`src/rtl/core_issue_ctrl_pkg.sv`:
```
// Shared types for the backend issue controller: instruction payload, FIFO head view,
// FSM state and the register scoreboard.
package core_issue_ctrl_pkg;

  localparam int unsigned NumRegs = 32;

  typedef enum logic [0:0] {RUN, HOLD} issue_state_e;

  typedef logic [NumRegs-1:0] scoreboard_t;
  typedef logic [4:0]         reg_idx_t;

  typedef struct packed {
    logic [31:0]    pc;
    logic [1:0]     fetch_excp;
    reg_idx_t       w_reg;
    reg_idx_t [1:0] r_reg;
  } inst_t;

  typedef struct packed {
    logic [1:0]  inst_valid;
    inst_t [1:0] inst;
  } frontend_req_t;

  typedef struct packed {
    logic [1:0] issue;
    logic       rst_jmp;
  } frontend_resp_t;

  // r0 never maps to a scoreboard bit.
  function automatic scoreboard_t reg_onehot(input reg_idx_t r, input logic en);
    scoreboard_t m;
    m = '0;
    if (en && (r != '0)) m[r] = 1'b1;
    return m;
  endfunction

  function automatic logic regs_clear(input inst_t i, input scoreboard_t eff);
    return !(eff[i.r_reg[0]] || eff[i.r_reg[1]] || eff[i.w_reg]);
  endfunction

endpackage

```
`src/rtl/core_issue_ctrl_if.sv`:
```
// FIFO-head handshake between the frontend instruction FIFO and the issue controller.
interface core_issue_ctrl_if;
  import core_issue_ctrl_pkg::*;

  frontend_req_t frontend_req;
  logic [1:0]    issue;

  modport master (output frontend_req, input issue);
  modport slave  (input frontend_req, output issue);
endinterface

```
`src/rtl/core_scoreboard.sv`:
```
// 32-entry register busy scoreboard with same-cycle writeback bypass into the query.
module core_scoreboard
  import core_issue_ctrl_pkg::*;
(
  input  logic           clk,
  input  logic           rst_n,
  input  logic           flush_i,
  input  logic [1:0]     set_i,
  input  reg_idx_t [1:0] set_reg_i,
  input  logic [1:0]     clr_i,
  input  reg_idx_t [1:0] clr_reg_i,
  output scoreboard_t    eff_o
);

  scoreboard_t busy_q, busy_d;
  scoreboard_t set_mask, clr_mask;

  always_comb begin
    set_mask = reg_onehot(set_reg_i[0], set_i[0]) | reg_onehot(set_reg_i[1], set_i[1]);
    clr_mask = reg_onehot(clr_reg_i[0], clr_i[0]) | reg_onehot(clr_reg_i[1], clr_i[1]);
    eff_o    = busy_q & ~clr_mask;
    // Set is ORed after the clear so a new writer keeps the register busy.
    busy_d    = (busy_q & ~clr_mask) | set_mask;
    busy_d[0] = 1'b0;
  end

  always_ff @(posedge clk) begin
    if (!rst_n) begin
      busy_q <= '0;
    end else if (flush_i) begin
      busy_q <= '0;
    end else begin
      busy_q <= busy_d;
    end
  end

endmodule

```
`src/rtl/core_issue_ctrl.sv`:
```
// In-order dual-issue controller: hazard check against the scoreboard, issue pipe register
// toward execute, and a HOLD state entered after an excepting instruction issues.
module core_issue_ctrl
  import core_issue_ctrl_pkg::*;
#(
  parameter bit DUAL_ISSUE = 1'b1
) (
  input  logic                clk,
  input  logic                rst_n,
  input  logic                flush_i,
  core_issue_ctrl_if.slave    fe,
  input  logic                ex_ready_i,
  output logic [1:0]          is_valid_o,
  output inst_t [1:0]         is_inst_o,
  input  logic [1:0]          wb_valid_i,
  input  reg_idx_t [1:0]      wb_reg_i,
  output logic                hold_o
);

  issue_state_e state_q;
  scoreboard_t  eff;
  inst_t        inst0, inst1;
  logic         go0, go1, intra_hazard;
  logic [1:0]   set_en;

  assign inst0 = fe.frontend_req.inst[0];
  assign inst1 = fe.frontend_req.inst[1];

  always_comb begin
    intra_hazard = (inst0.w_reg != '0) &&
                   ((inst0.w_reg == inst1.r_reg[0]) || (inst0.w_reg == inst1.r_reg[1]) ||
                    (inst0.w_reg == inst1.w_reg));
    go0 = rst_n && !flush_i && ex_ready_i && (state_q == RUN) &&
          fe.frontend_req.inst_valid[0] && regs_clear(inst0, eff);
    // An excepting instruction in either slot keeps the pair from issuing together.
    go1 = go0 && DUAL_ISSUE && fe.frontend_req.inst_valid[1] && regs_clear(inst1, eff) &&
          (inst0.fetch_excp == '0) && (inst1.fetch_excp == '0) && !intra_hazard;
    fe.issue = {go1, go0};
    set_en   = {go1, go0};
  end

  core_scoreboard u_scoreboard (
    .clk       (clk),
    .rst_n     (rst_n),
    .flush_i   (flush_i),
    .set_i     (set_en),
    .set_reg_i ({inst1.w_reg, inst0.w_reg}),
    .clr_i     (wb_valid_i),
    .clr_reg_i (wb_reg_i),
    .eff_o     (eff)
  );

  always_ff @(posedge clk) begin
    if (!rst_n) begin
      state_q    <= RUN;
      hold_o     <= 1'b0;
      is_valid_o <= '0;
    end else if (flush_i) begin
      state_q    <= RUN;
      hold_o     <= 1'b0;
      is_valid_o <= '0;
    end else begin
      if (ex_ready_i) is_valid_o <= {go1, go0};
      if (go0 && (inst0.fetch_excp != '0)) begin
        state_q <= HOLD;
        hold_o  <= 1'b1;
      end
    end
  end

  // Payload carries no reset; is_valid_o qualifies it.
  always_ff @(posedge clk) begin
    if (go0) is_inst_o <= fe.frontend_req.inst;
  end

endmodule

```
`src/flat_wrapper.sv`:
```
// flat-port wrapper written by rule: the top's interface ports become plain ports
module core_issue_ctrl_flat import core_issue_ctrl_pkg::*;
#(
  parameter bit DUAL_ISSUE = 1'b1
)
  (clk, rst_n, flush_i, ex_ready_i, is_valid_o, is_inst_o, wb_valid_i, wb_reg_i, hold_o, fe_frontend_req, fe_issue);
  core_issue_ctrl_if fe_i ();
  input  logic clk;
  input  logic rst_n;
  input  logic flush_i;
  input  logic ex_ready_i;
  output logic [1:0] is_valid_o;
  output inst_t [1:0] is_inst_o;
  input  logic [1:0] wb_valid_i;
  input  reg_idx_t [1:0] wb_reg_i;
  output logic hold_o;
  input wire logic [$bits(fe_i.frontend_req)-1:0] fe_frontend_req;
  output wire logic [$bits(fe_i.issue)-1:0] fe_issue;
  assign fe_i.frontend_req = fe_frontend_req;
  assign fe_issue = fe_i.issue;
  core_issue_ctrl #(.DUAL_ISSUE(DUAL_ISSUE)) u_core (.clk(clk), .rst_n(rst_n), .flush_i(flush_i), .fe(fe_i), .ex_ready_i(ex_ready_i), .is_valid_o(is_valid_o), .is_inst_o(is_inst_o), .wb_valid_i(wb_valid_i), .wb_reg_i(wb_reg_i), .hold_o(hold_o));
endmodule
```
`config.mk`:
```
export PLATFORM = sky130hd
export DESIGN_NAME = core_issue_ctrl_flat
export DESIGN_NICKNAME = d
export VERILOG_FILES = /design/src/rtl/core_issue_ctrl_pkg.sv /design/src/rtl/core_issue_ctrl_if.sv /design/src/rtl/core_scoreboard.sv /design/src/rtl/core_issue_ctrl.sv /design/src/flat_wrapper.sv
export SDC_FILE = /design/constraint.sdc
export NUM_CORES = 1
export LEC_CHECK = 0
export BUFFER_PORTS_ARGS = -buffer_cell sky130_fd_sc_hd__clkbuf_2
export CAP_MARGIN = 20
export CORE_UTILIZATION = 52
export CTS_CLUSTER_DIAMETER = 100
export DETAILED_ROUTE_END_ITERATION = 7
export HOLD_SLACK_MARGIN = 0.06
export MAX_ROUTING_LAYER = met4
export PLACE_DENSITY = 0.92
export SETUP_SLACK_MARGIN = 0.4
export SYNTH_ARGS = -nofsm -noshare
export SYNTH_HDL_FRONTEND = slang
export SYNTH_HIERARCHICAL = 1
export SYNTH_SLANG_ARGS = --single-unit
export TNS_END_PERCENT = 1
```
`constraint.sdc`:
```
create_clock -name clk -period 7.03 [get_ports clk]
set_input_delay 0.703 -clock clk [delete_from_list [all_inputs] [get_ports clk]]
set_output_delay 0.703 -clock clk [all_outputs]
set_load 0.005 [all_outputs]
```
Yosys cells after proc, flatten, opt, wreduce, memory -nomap -nowiden
Cells that the tools add are included.
- register bits after elaboration: 133
- input bits: 116
- output and inout port bits: 103
- word-level logic and storage cells: 98
- magnitude comparators: 12
- eq/ne operators: 3
- muxes and demuxes: 24
- bitwise gates (word level): 7
- reduce and logical (&&, ||, !) cells: 38
- operators by type and width (kind ; number):
    $mux 32 ; 4
    $or 32x32->32 ; 3
    $lt 5x6->1 const B ; 8
    $and 32x32->32 ; 1
    $not 32->32 ; 1
    $bmux 1 s5 ; 6
    $demux 1 s5 ; 4
    $ge 5x1->1 const B ; 4
    $logic_and 1x1->1 ; 20
    $reduce_bool 5->1 ; 4
    $eq 5x5->1 ; 3
    $mux 1 ; 10
    $logic_or 1x1->1 ; 6
    $logic_not 1->1 ; 4
    $logic_not 2->1 ; 2
    $not 1->1 ; 2
    $reduce_bool 2->1 ; 1
    $reduce_or 2->1 ; 1

Longest topological paths before layout
Gate-level depths: netlist of run 1.
- depth after elaboration: 23
- mapped depth: 12

By module
Netlist of run 1, hierarchy kept.
- by module, submodules not included (module ; instances ; cells each ; area an instance (µm²) ; seq. area each (µm²)):
    core_issue_ctrl ; 1 ; 313 ; 5112.4 ; 3002.9
    core_scoreboard ; 1 ; 190 ; 2028.2 ; 620.6

Worst setup path after synthesis of run 1
No wires, ideal clock.
- path kind: input to output
- from: in wb_reg_i[7] (netlist bit)
- to: out fe_issue[0]
- arrival: 5.009 ns
- setup slack: 1.318 ns
- cell stages on the path: 9
- path through: or4bb_1 o221a_2 mux4_2 a22oi_1 nand4_1 a32oi_1 nand3_1 inv_1 buf_4
- word-level cells in the longest chain between the ends: 14
- ends and longest elaborated chain (item ; RTL line ; text):
    start: declaration ; flat_wrapper.sv:15 ; input reg_idx_t [1:0] wb_reg_i;
    $lt 5x6->1 (not written as such) / $ge 5x1->1 (equally long branches) ; core_issue_ctrl_pkg.sv:33 ; if (en && (r != '0)) m[r] = 1'b1;
    $logic_and 1x1->1 (not written as such) ; core_issue_ctrl_pkg.sv:33 ;
    $mux 1 (not written as such) ; core_issue_ctrl_pkg.sv:33 ;
    $demux 1 s5 ; core_issue_ctrl_pkg.sv:33 ;
    $mux 32 * ; core_issue_ctrl_pkg.sv:33 ;
    $or 32x32->32 * ; core_scoreboard.sv:20 ; clr_mask = reg_onehot(clr_reg_i[0], clr_i[0]) | reg_onehot(clr_reg_i[1], clr_i[1]);
    $not 32->32 * ; core_scoreboard.sv:21 ; eff_o = busy_q & ~clr_mask;
    $and 32x32->32 * ; core_scoreboard.sv:21 ;
    net u_core.eff[19] ; core_issue_ctrl.sv:21 ; scoreboard_t eff;
    $bmux 1 s5 ; core_issue_ctrl_pkg.sv:38 ; return !(eff[i.r_reg[0]] || eff[i.r_reg[1]] || eff[i.w_reg]);
    $mux 1 (not written as such) ; core_issue_ctrl_pkg.sv:38 ;
    $logic_or 1x1->1 ; core_issue_ctrl_pkg.sv:38 ;
    $logic_or 1x1->1 * ; core_issue_ctrl_pkg.sv:38 ;
    $logic_not 1->1 * ; core_issue_ctrl_pkg.sv:38 ;
    $logic_and 1x1->1 * ; core_issue_ctrl.sv:34 ; fe.frontend_req.inst_valid[0] && regs_clear(inst0, eff);
    end: declaration ; flat_wrapper.sv:18 ; output wire logic [$bits(fe_i.issue)-1:0] fe_issue;
Mark *: on every way through the listed nets, which the timed path passes. The rest lies on a longest branch. The select of a mux whose other input is x is not followed.

Worst setup path in the final report of run 1
- from: in wb_reg_i[7] (netlist bit)
- to: out fe_issue[1]
- word-level cells in the longest chain between the ends: 19
- ends and longest elaborated chain (item ; RTL line ; text):
    $lt 5x6->1 (not written as such) / $ge 5x1->1 (equally long branches) ; core_issue_ctrl_pkg.sv:33 ;
    $logic_and 1x1->1 (not written as such) ; core_issue_ctrl_pkg.sv:33 ;
    $mux 1 (not written as such) ; core_issue_ctrl_pkg.sv:33 ;
    $demux 1 s5 ; core_issue_ctrl_pkg.sv:33 ;
    $mux 32 * ; core_issue_ctrl_pkg.sv:33 ;
    $or 32x32->32 * ; core_scoreboard.sv:20 ;
    $not 32->32 * ; core_scoreboard.sv:21 ;
    $and 32x32->32 * ; core_scoreboard.sv:21 ;
    net u_core.eff[2] ; core_issue_ctrl.sv:21 ;
    $bmux 1 s5 ; core_issue_ctrl_pkg.sv:38 ;
    $mux 1 (not written as such) ; core_issue_ctrl_pkg.sv:38 ;
    $logic_or 1x1->1 (2 in series) ; core_issue_ctrl_pkg.sv:38 ;
    $logic_not 1->1 ; core_issue_ctrl_pkg.sv:38 ;
    $logic_and 1x1->1 ; core_issue_ctrl.sv:34 ;
    $logic_and 1x1->1 ; core_issue_ctrl.sv:36 ; go1 = go0 && DUAL_ISSUE && fe.frontend_req.inst_valid[1] && regs_clear(inst1, eff) &&
    $logic_and 1x1->1 * (2 in series) ; core_issue_ctrl.sv:36 ;
    $logic_and 1x1->1 * (2 in series) ; core_issue_ctrl.sv:37 ; (inst0.fetch_excp == '0) && (inst1.fetch_excp == '0) && !intra_hazard;
Marks and branches as above.

==> results of run 1 <==
==> synth_stat cells, drive strengths merged (3+ instances only) <==
cell     count  area share, %
o221a       31            4.9
nand3        9           0.63
nand4b      10            1.2
nand2       12           0.63
or4b         4           0.61
nor2b       11           0.96
or2          3           0.26
clkbuf      21            1.1
o21ba       31            4.3
and2         3           0.26
dfxtp       34            9.5
nand4bb      3           0.47
nand2b       9           0.79
edfxtp      98             41
xor2         5           0.61
a22oi        4           0.42
a22o        31            3.8
a31oi        3           0.26
inv          7           0.37
or4bb        3           0.47
xnor2       10            1.2
nor4bb       5           0.70
nand3b       5           0.53
mux2i       26            3.6
buf         19            1.9
nor2        10           0.63
nand4        7           0.61
a2111oi      4           0.49
mux4        35             12
nor3         5           0.35
and4b        7           0.98
a21oi        6           0.42
==> critical path, delay by kind of cell <==
family / cells / cell delay [ns]
and+or+nand+nor: 3 / 1.70
buffers and inverters: 2 / 0.41
AOI/OAI and AO/OA: 3 / 1.06
muxes: 1 / 0.53
==> power groups by stage <==
stage / sequential, W / clock (W) / combinational, W
CTS: 0.000855 / 0.00102 / 0.000162
finish: 0.000855 / 0.00101 / 0.000164
global placement: 0.000871 / 0 / 0.000157
detailed placement: 0.000871 / 0 / 0.000161
global route: 0.000856 / 0.00106 / 0.000175
floorplan: 0.000874 / 0 / 0.0000833
==> through the flow <==
stage          area, sq um  setup slack [ns]  power [W]
2_1_floorplan         7140              1.32   0.000957
3_3_place_gp          8240              2.20    0.00103
3_5_place_dp          8240              1.93    0.00103
4_1_cts               8920              2.08    0.00204
5_1_grt               8920              1.84    0.00209
6_report              8920              1.92    0.00203
==> sequential cells by signal (all words and copies together) (netlist names) <==
| name | flops |
|---|---|
| u_core/u_scoreboard/busy_q | 31 |
| u_core/state_q | 1 |
| u_core/is_valid_o | 2 |
| u_core/is_inst_o | 98 |
==> routing by layer <==
layer | global-route usage (%) | part of all wire [%] | vias to the layer above
met3 | 7.66 | 8.6 | 61
met5 | - | 0 | -
li1 | - | - | 2515
met4 | 15.9 | 3.8 | 0
met1 | 39.6 | 39 | 2892
met2 | 50.5 | 49 | 376
==> cell type report <==
class,instances,share of cell area (%)
Sequential cell,132,40.6
Multi-Input combinational cell,324,36.7
Timing Repair Buffer,219,12.3
Clock buffer,17,4.77
Clock inverter,15,2.78
Tap cell,176,2.47
Inverter,7,0.323
==> cells in the final DEF, fill, tap and decap left out, types with 7 or more instances in the layout <==
master     synthesis  final
clkbuf_2           1    218
edfxtp_1          98     98
dfxtp_1           34     34
a22o_1            31     31
o221a_2           28     28
mux4_2            26     26
mux2i_1           26     26
clkbuf_16          0     17
o21ba_2           16     16
o21ba_1           15     15
nand2_1           12     12
nor2b_1           11     11
nand4b_1          10     10
xnor2_1           10     10
nand2b_1           9      9
nand3_1            9      9
nor2_1             9      9
mux4_1             9      9
nand4_1            7      7
and4b_1            7      7
==> how the worst max path moves through the flow <==
stage	endpoint	slack (ns)	depth (start not counted)
floorplan	fe_issue[0]	1.32	9
global placement	u_core/u_scoreboard/busy_q[4]	2.20	11
detailed placement	u_core/u_scoreboard/busy_q[19]	1.93	11
CTS	fe_issue[1]	2.08	9
global route	fe_issue[1]	1.84	9
finish	fe_issue[1]	1.92	9
==> cells by family (layout without fill, tap and decap cells) <==
| logic type | after synthesis | after routing |
|---|---|---|
| AOI/OAI and AO/OA | 130 | 130 |
| muxes | 63 | 63 |
| and+or+nand+nor | 115 | 115 |
| buffers and inverters | 47 | 258 |
| DFF | 132 | 132 |
| other | 1 | 1 |
| xor gates and xnor gates | 15 | 15 |
==> metrics.txt, run 1 <==
sequential power share between 40% and 50%; core area 13300 sq um; fin. max-slew vios 0; #FFs+latches synth 132; Fillers 963; post-synthesis mux area share between 15 and 20%; clk root buf clkbuf_16; Pleak 3.72 nW; FF/Latch Area 3620 sq um; pwr dens 228 nW/um^2; share of cells above drive strength 1 46.2%; first-pass GRT wire length about 33000 um; io pins ~220; multi-input logic area 3270 sq um; Req. time, crit path 6.33 ns; worst reg-to-reg setup slack 3.02 ns; largest net degree at the start of global routing 71; worst-path cell chain clkbuf_2 -> or4b_1 -> o221a_1 -> mux4_1 -> o211a_1 -> a2111oi_0 -> nand4b_1 -> nor3_1 -> clkbuf_2; Max Buffers Root-to-Sink 2; Initial DRC Count 560; Tmin final 5.11 ns; YS warnings 6; final hold violation count 0; element type at the critical path end output port; worst-case hold path end point u_core/is_inst_o[29]; Fin Setup TNS 0 ns; Cell Int Power 0.00159 W; post-route ant nets 0; worst slew pin tran 1.06 ns; drt pass-1 iters 7; hold buffer count at cts 0; worst flop-to-flop path startpoint u_core/u_scoreboard/busy_q[15]; Syn Area/Cell 14.2 sq um; Post-Syn Area 7140 sq um; PortBufs 218; Initial Util a little over half; Final Skew roughly 0.0085 ns; antenna violations before repair 0; drt total wl 22000 um; Sink Count 132; CTS tree built; Setup Buffers After CTS 0; period utilization 72.6%; Hold Crit Class primary input to flip-flop; gr ovfl total 0; RSZ-0062 raised after global routing no; Worst-Skew Late Latency about 0.42 ns; fin nets 817; CP max-delay cell nor3_1; post-CTS sizing 0; die width between 100 and 150 um; DP Cell Count 858; post-synthesis sequential area ratio between 50% and 60%; Logic pwr share around 8.1%; Max Cap Violations 0; Main synth FF type edfxtp_1; routed len/inst about 25 um; simple logic cell fraction of the synthesized area 11.3%; CP Launch Type primary input; total CTS buffers 17; row count between 40 and 50; gpl congestion 0.983; Register-to-Register Path Depth 10; ANT cells 0; area grow syn2layout 24.9%; slew margin rel. 28.8%; clk slew on worst S/H paths 0.06 ns; hold path start fe_frontend_req[29]; vias 5844; crit path launch wb_reg_i[7]; vias in the first global route 5726; utilization after layout 67.1%; worst hold margin 0.458 ns; DRC 0; hold depth 1; Synth Net Count just over 600; post-synthesis async set-or-reset flop share 0%; post-DR vias/cell 6.57; switching portion of total power 21.8%; crit-path max FO 9; Finished Layout Cells between 800 and 900; cell count after synthesis ~500; Peak Freq roughly 0.20 GHz; Psw 0.000442 W; run status finished, final reports clean; r2r endpoint u_core/u_scoreboard/busy_q[19]; slowest stage delay, CP 0.85 ns; Die ar. approximately 14000 sq um; Crit Path Class primary input to output port; Clock power frac 49.8%; Synth Area in Compound Gates 17.2%; Adder-Cell Fraction of Synth Area 0%; chip height 119 um; library cells used by synthesis 64; cell mode on critical path clkbuf_2; largest family of logic cells by synthesized area compound AO/OA/AOI/OAI gates; dpl hpwl 15500 um; Max IR drop VDD 0.000183 V; xor/xnor cell area share of the yosys netlist between 1.5 and 2%; Critical Path AT 4.40 ns; Final setup violation count 0; H-tree levels 4; number of flops mapped to enable cells by yosys between 90 and 100; GRT Total Usage 32.4%
Power figures use the tool's default switching activity.
==> run 2, diff against run 1 <==
--- a/config.mk
+++ b/config.mk
@@ -7,12 +7,12 @@
 export LEC_CHECK = 0
 export BUFFER_PORTS_ARGS = -buffer_cell sky130_fd_sc_hd__clkbuf_2
 export CAP_MARGIN = 20
-export CORE_UTILIZATION = 52
+export CORE_UTILIZATION = 47
 export CTS_CLUSTER_DIAMETER = 100
 export DETAILED_ROUTE_END_ITERATION = 7
 export HOLD_SLACK_MARGIN = 0.06
 export MAX_ROUTING_LAYER = met4
-export PLACE_DENSITY = 0.92
+export PLACE_DENSITY = 0.88
 export SETUP_SLACK_MARGIN = 0.4
 export SYNTH_ARGS = -nofsm -noshare
 export SYNTH_HDL_FRONTEND = slang
==> constraint.sdc (replaced) <==
create_clock -name clk -period 4.1 [get_ports clk]
set_input_delay 0.41 -clock clk [delete_from_list [all_inputs] [get_ports clk]]
set_output_delay 0.41 -clock clk [all_outputs]
set_load 0.005 [all_outputs]
==> metrics.txt, run 2 (synthesis results as in run 1) <==
run status complete, but fails checks; failing checks design-rule violations; largest delay contributor family on the critical path simple AND/OR/NAND/NOR gates; Max Buffers Root-to-Sink 2; H-tree levels 4; Pleak 3.84 nW; core area 14700 sq um; fin nets 838; die width about 130 um; gpl congestion 0.942; Finished Layout Cells 919; clk slew on worst S/H paths approximately 0.060 ns; FF/Latch Area 3620 sq um; antenna violations before repair 0; Max IR drop VDD 0.000276 V; post-DR vias/cell 6.63; drt total wl 23600 um; Initial Util 48.6%; hold path start fe_frontend_req[40]; worst hold margin 0.161 ns; vias a little over 6000; CP Launch Type primary input; hold depth 1; Biggest register u_core/is_inst_o; RSZ-0062 raised after global routing yes; largest net degree at the start of global routing 40; total CTS buffers 17; slew margin rel. between 30% and 40%; Critical Path AT ~3.3 ns; Die ar. 15700 sq um; PortBufs 218; registers with the most flip-flops u_core/is_inst_o: 98 flops, u_core/u_scoreboard/busy_q: 31 flops, u_core/is_valid_o: 2 flops; CP bufs+invs 3; fin. max-slew vios 0; crit-path max FO 8; gr ovfl total 0; post-route ant nets 0; hold buffer count at cts 0; worst-path cell chain clkbuf_2 -> or4bb_4 -> o221a_4 -> mux4_2 -> and4b_1 -> a31oi_1 -> or4b_4 -> nor3_1 -> buf_4 -> clkbuf_2; r2r endpoint u_core/u_scoreboard/busy_q[4]; Final setup violation count 0; period utilization between 80% and 90%; Req. time, crit path 3.69 ns; Final Skew 0.00704 ns; element type at the critical path end output port; chip height 125 um; dpl hpwl 16300 um; Initial DRC Count 779; Hold Crit Class primary input to flip-flop; clk root buf clkbuf_16; max reg flops 98; DP Cell Count 880; io pins around 220; CTS tree built; setup ws final 0.421 ns; worst reg-to-reg setup slack 0.90 ns; worst flop-to-flop path startpoint u_core/u_scoreboard/busy_q[30]; final hold violation count 0; Tmin final between 3 and 4 ns; multi-input logic area 3380 sq um; pwr dens 368 nW/um^2; worst slew pin tran 1.04 ns; CP max-delay cell or4bb_4; most frequent cells in the layout clkbuf_2 (218), edfxtp_1 (98), dfxtp_1 (34), a22o_1 (31); Worst-Skew Late Latency ~0.42 ns; Max Cap Violations 0; ANT cells 0; area grow syn2layout 28.8%; Register-to-Register Path Depth 12; DRC 23; vias in the first global route around 6000; worst-case hold path end point u_core/is_inst_o[40]; row count 44; share of cells above drive strength 1 49.5%; GRT Total Usage 30.8%; Sink Count 132; drt pass-1 iters 8; pre-CTS WS 0.0135 ns; commonest non-fill, non-tap cell in the layout clkbuf_2; cell mode on critical path clkbuf_2; Fillers 1110; Peak Freq 0.272 GHz; slowest stage delay, CP 0.61 ns; Fin Setup TNS 0 ns; routed len/inst 25.7 um; Crit Path Class primary input to output port; first-pass GRT wire length 34500 um
[run 2: cell count changes in the layout (fill, tap and decap cells not counted), moves of 6 or more]
cell and change:
clkinv_4 +6, o221a_4 +7, o221a_2 -6, buf_4 +18
[run 2: worst max-delay path by stage]
stage	from	end	slack (ns)	cells past startpoint
6_report	wb_reg_i[9]	fe_issue[1]	0.42	10
5_1_grt	wb_reg_i[9]	fe_issue[1]	0.38	11
4_1_cts	wb_valid_i[1]	fe_issue[1]	0.34	10
3_5_place_dp	wb_valid_i[1]	u_core/u_scoreboard/busy_q[4]	0.01	13
3_3_place_gp	wb_valid_i[1]	u_core/u_scoreboard/busy_q[5]	0.04	13
2_1_floorplan	wb_reg_i[7]	u_core/u_scoreboard/busy_q[16]	-0.11	11
[run 2: repair_timing]
item,4_1_cts,5_1_grt
endpoints found under the setup margin,2,10
resized for setup,0,9
pin swaps,0,4
setup buffers,1,5
gates cloned,0,1
[run 2: report_power, final]
part	total [W]	switching, W	internal (W)	leakage, nW
combinational	0.000298	0.000175	0.000123	2.37
clock	0.00162	0.000595	0.00102	0.312
sequential	0.00147	0.00000683	0.00146	1.16
total	0.00338	0.000777	0.00260	3.84
[run 2: cell type report]
cell class | instances | area share (%)
clock buffer | 17 | 4.63
multi-input combinational | 324 | 36.8
tap | 184 | 2.50
timing repair buffer | 240 | 14.1
clock inverter | 15 | 2.23
sequential | 132 | 39.4
inverter | 7 | 0.327
[run 2: metal layers]
metal | track usage [%] | part of all wire, %
met5 | - | 0
met4 | 13.7 | 3.0
met3 | 8.81 | 12
met2 | 49.0 | 48
met1 | 36.3 | 36
[run 2: worst register-to-register path, stage by stage, from the launching register on]
cell and delay [ns]:
dfxtp_1 0.31, o221a_2 0.22, mux4_2 0.50, mux2_2 0.27, a32oi_1 0.17, o211a_1 0.23
nand3_2 0.17, nor3_1 0.22, buf_4 0.17, nor4bb_1 0.41, buf_4 0.21, a22o_1 0.14
o21ba_1 0.13
[run 2: metrics by stage]
stage               util (%)  power, W  area [sq um]
floorplan                  -   0.00164          7220
global placement        57.5   0.00177          8450
detailed placement      57.5   0.00178          8450
CTS                     61.8   0.00339          9090
global route            62.6   0.00347          9200
finish                  62.6   0.00338          9200
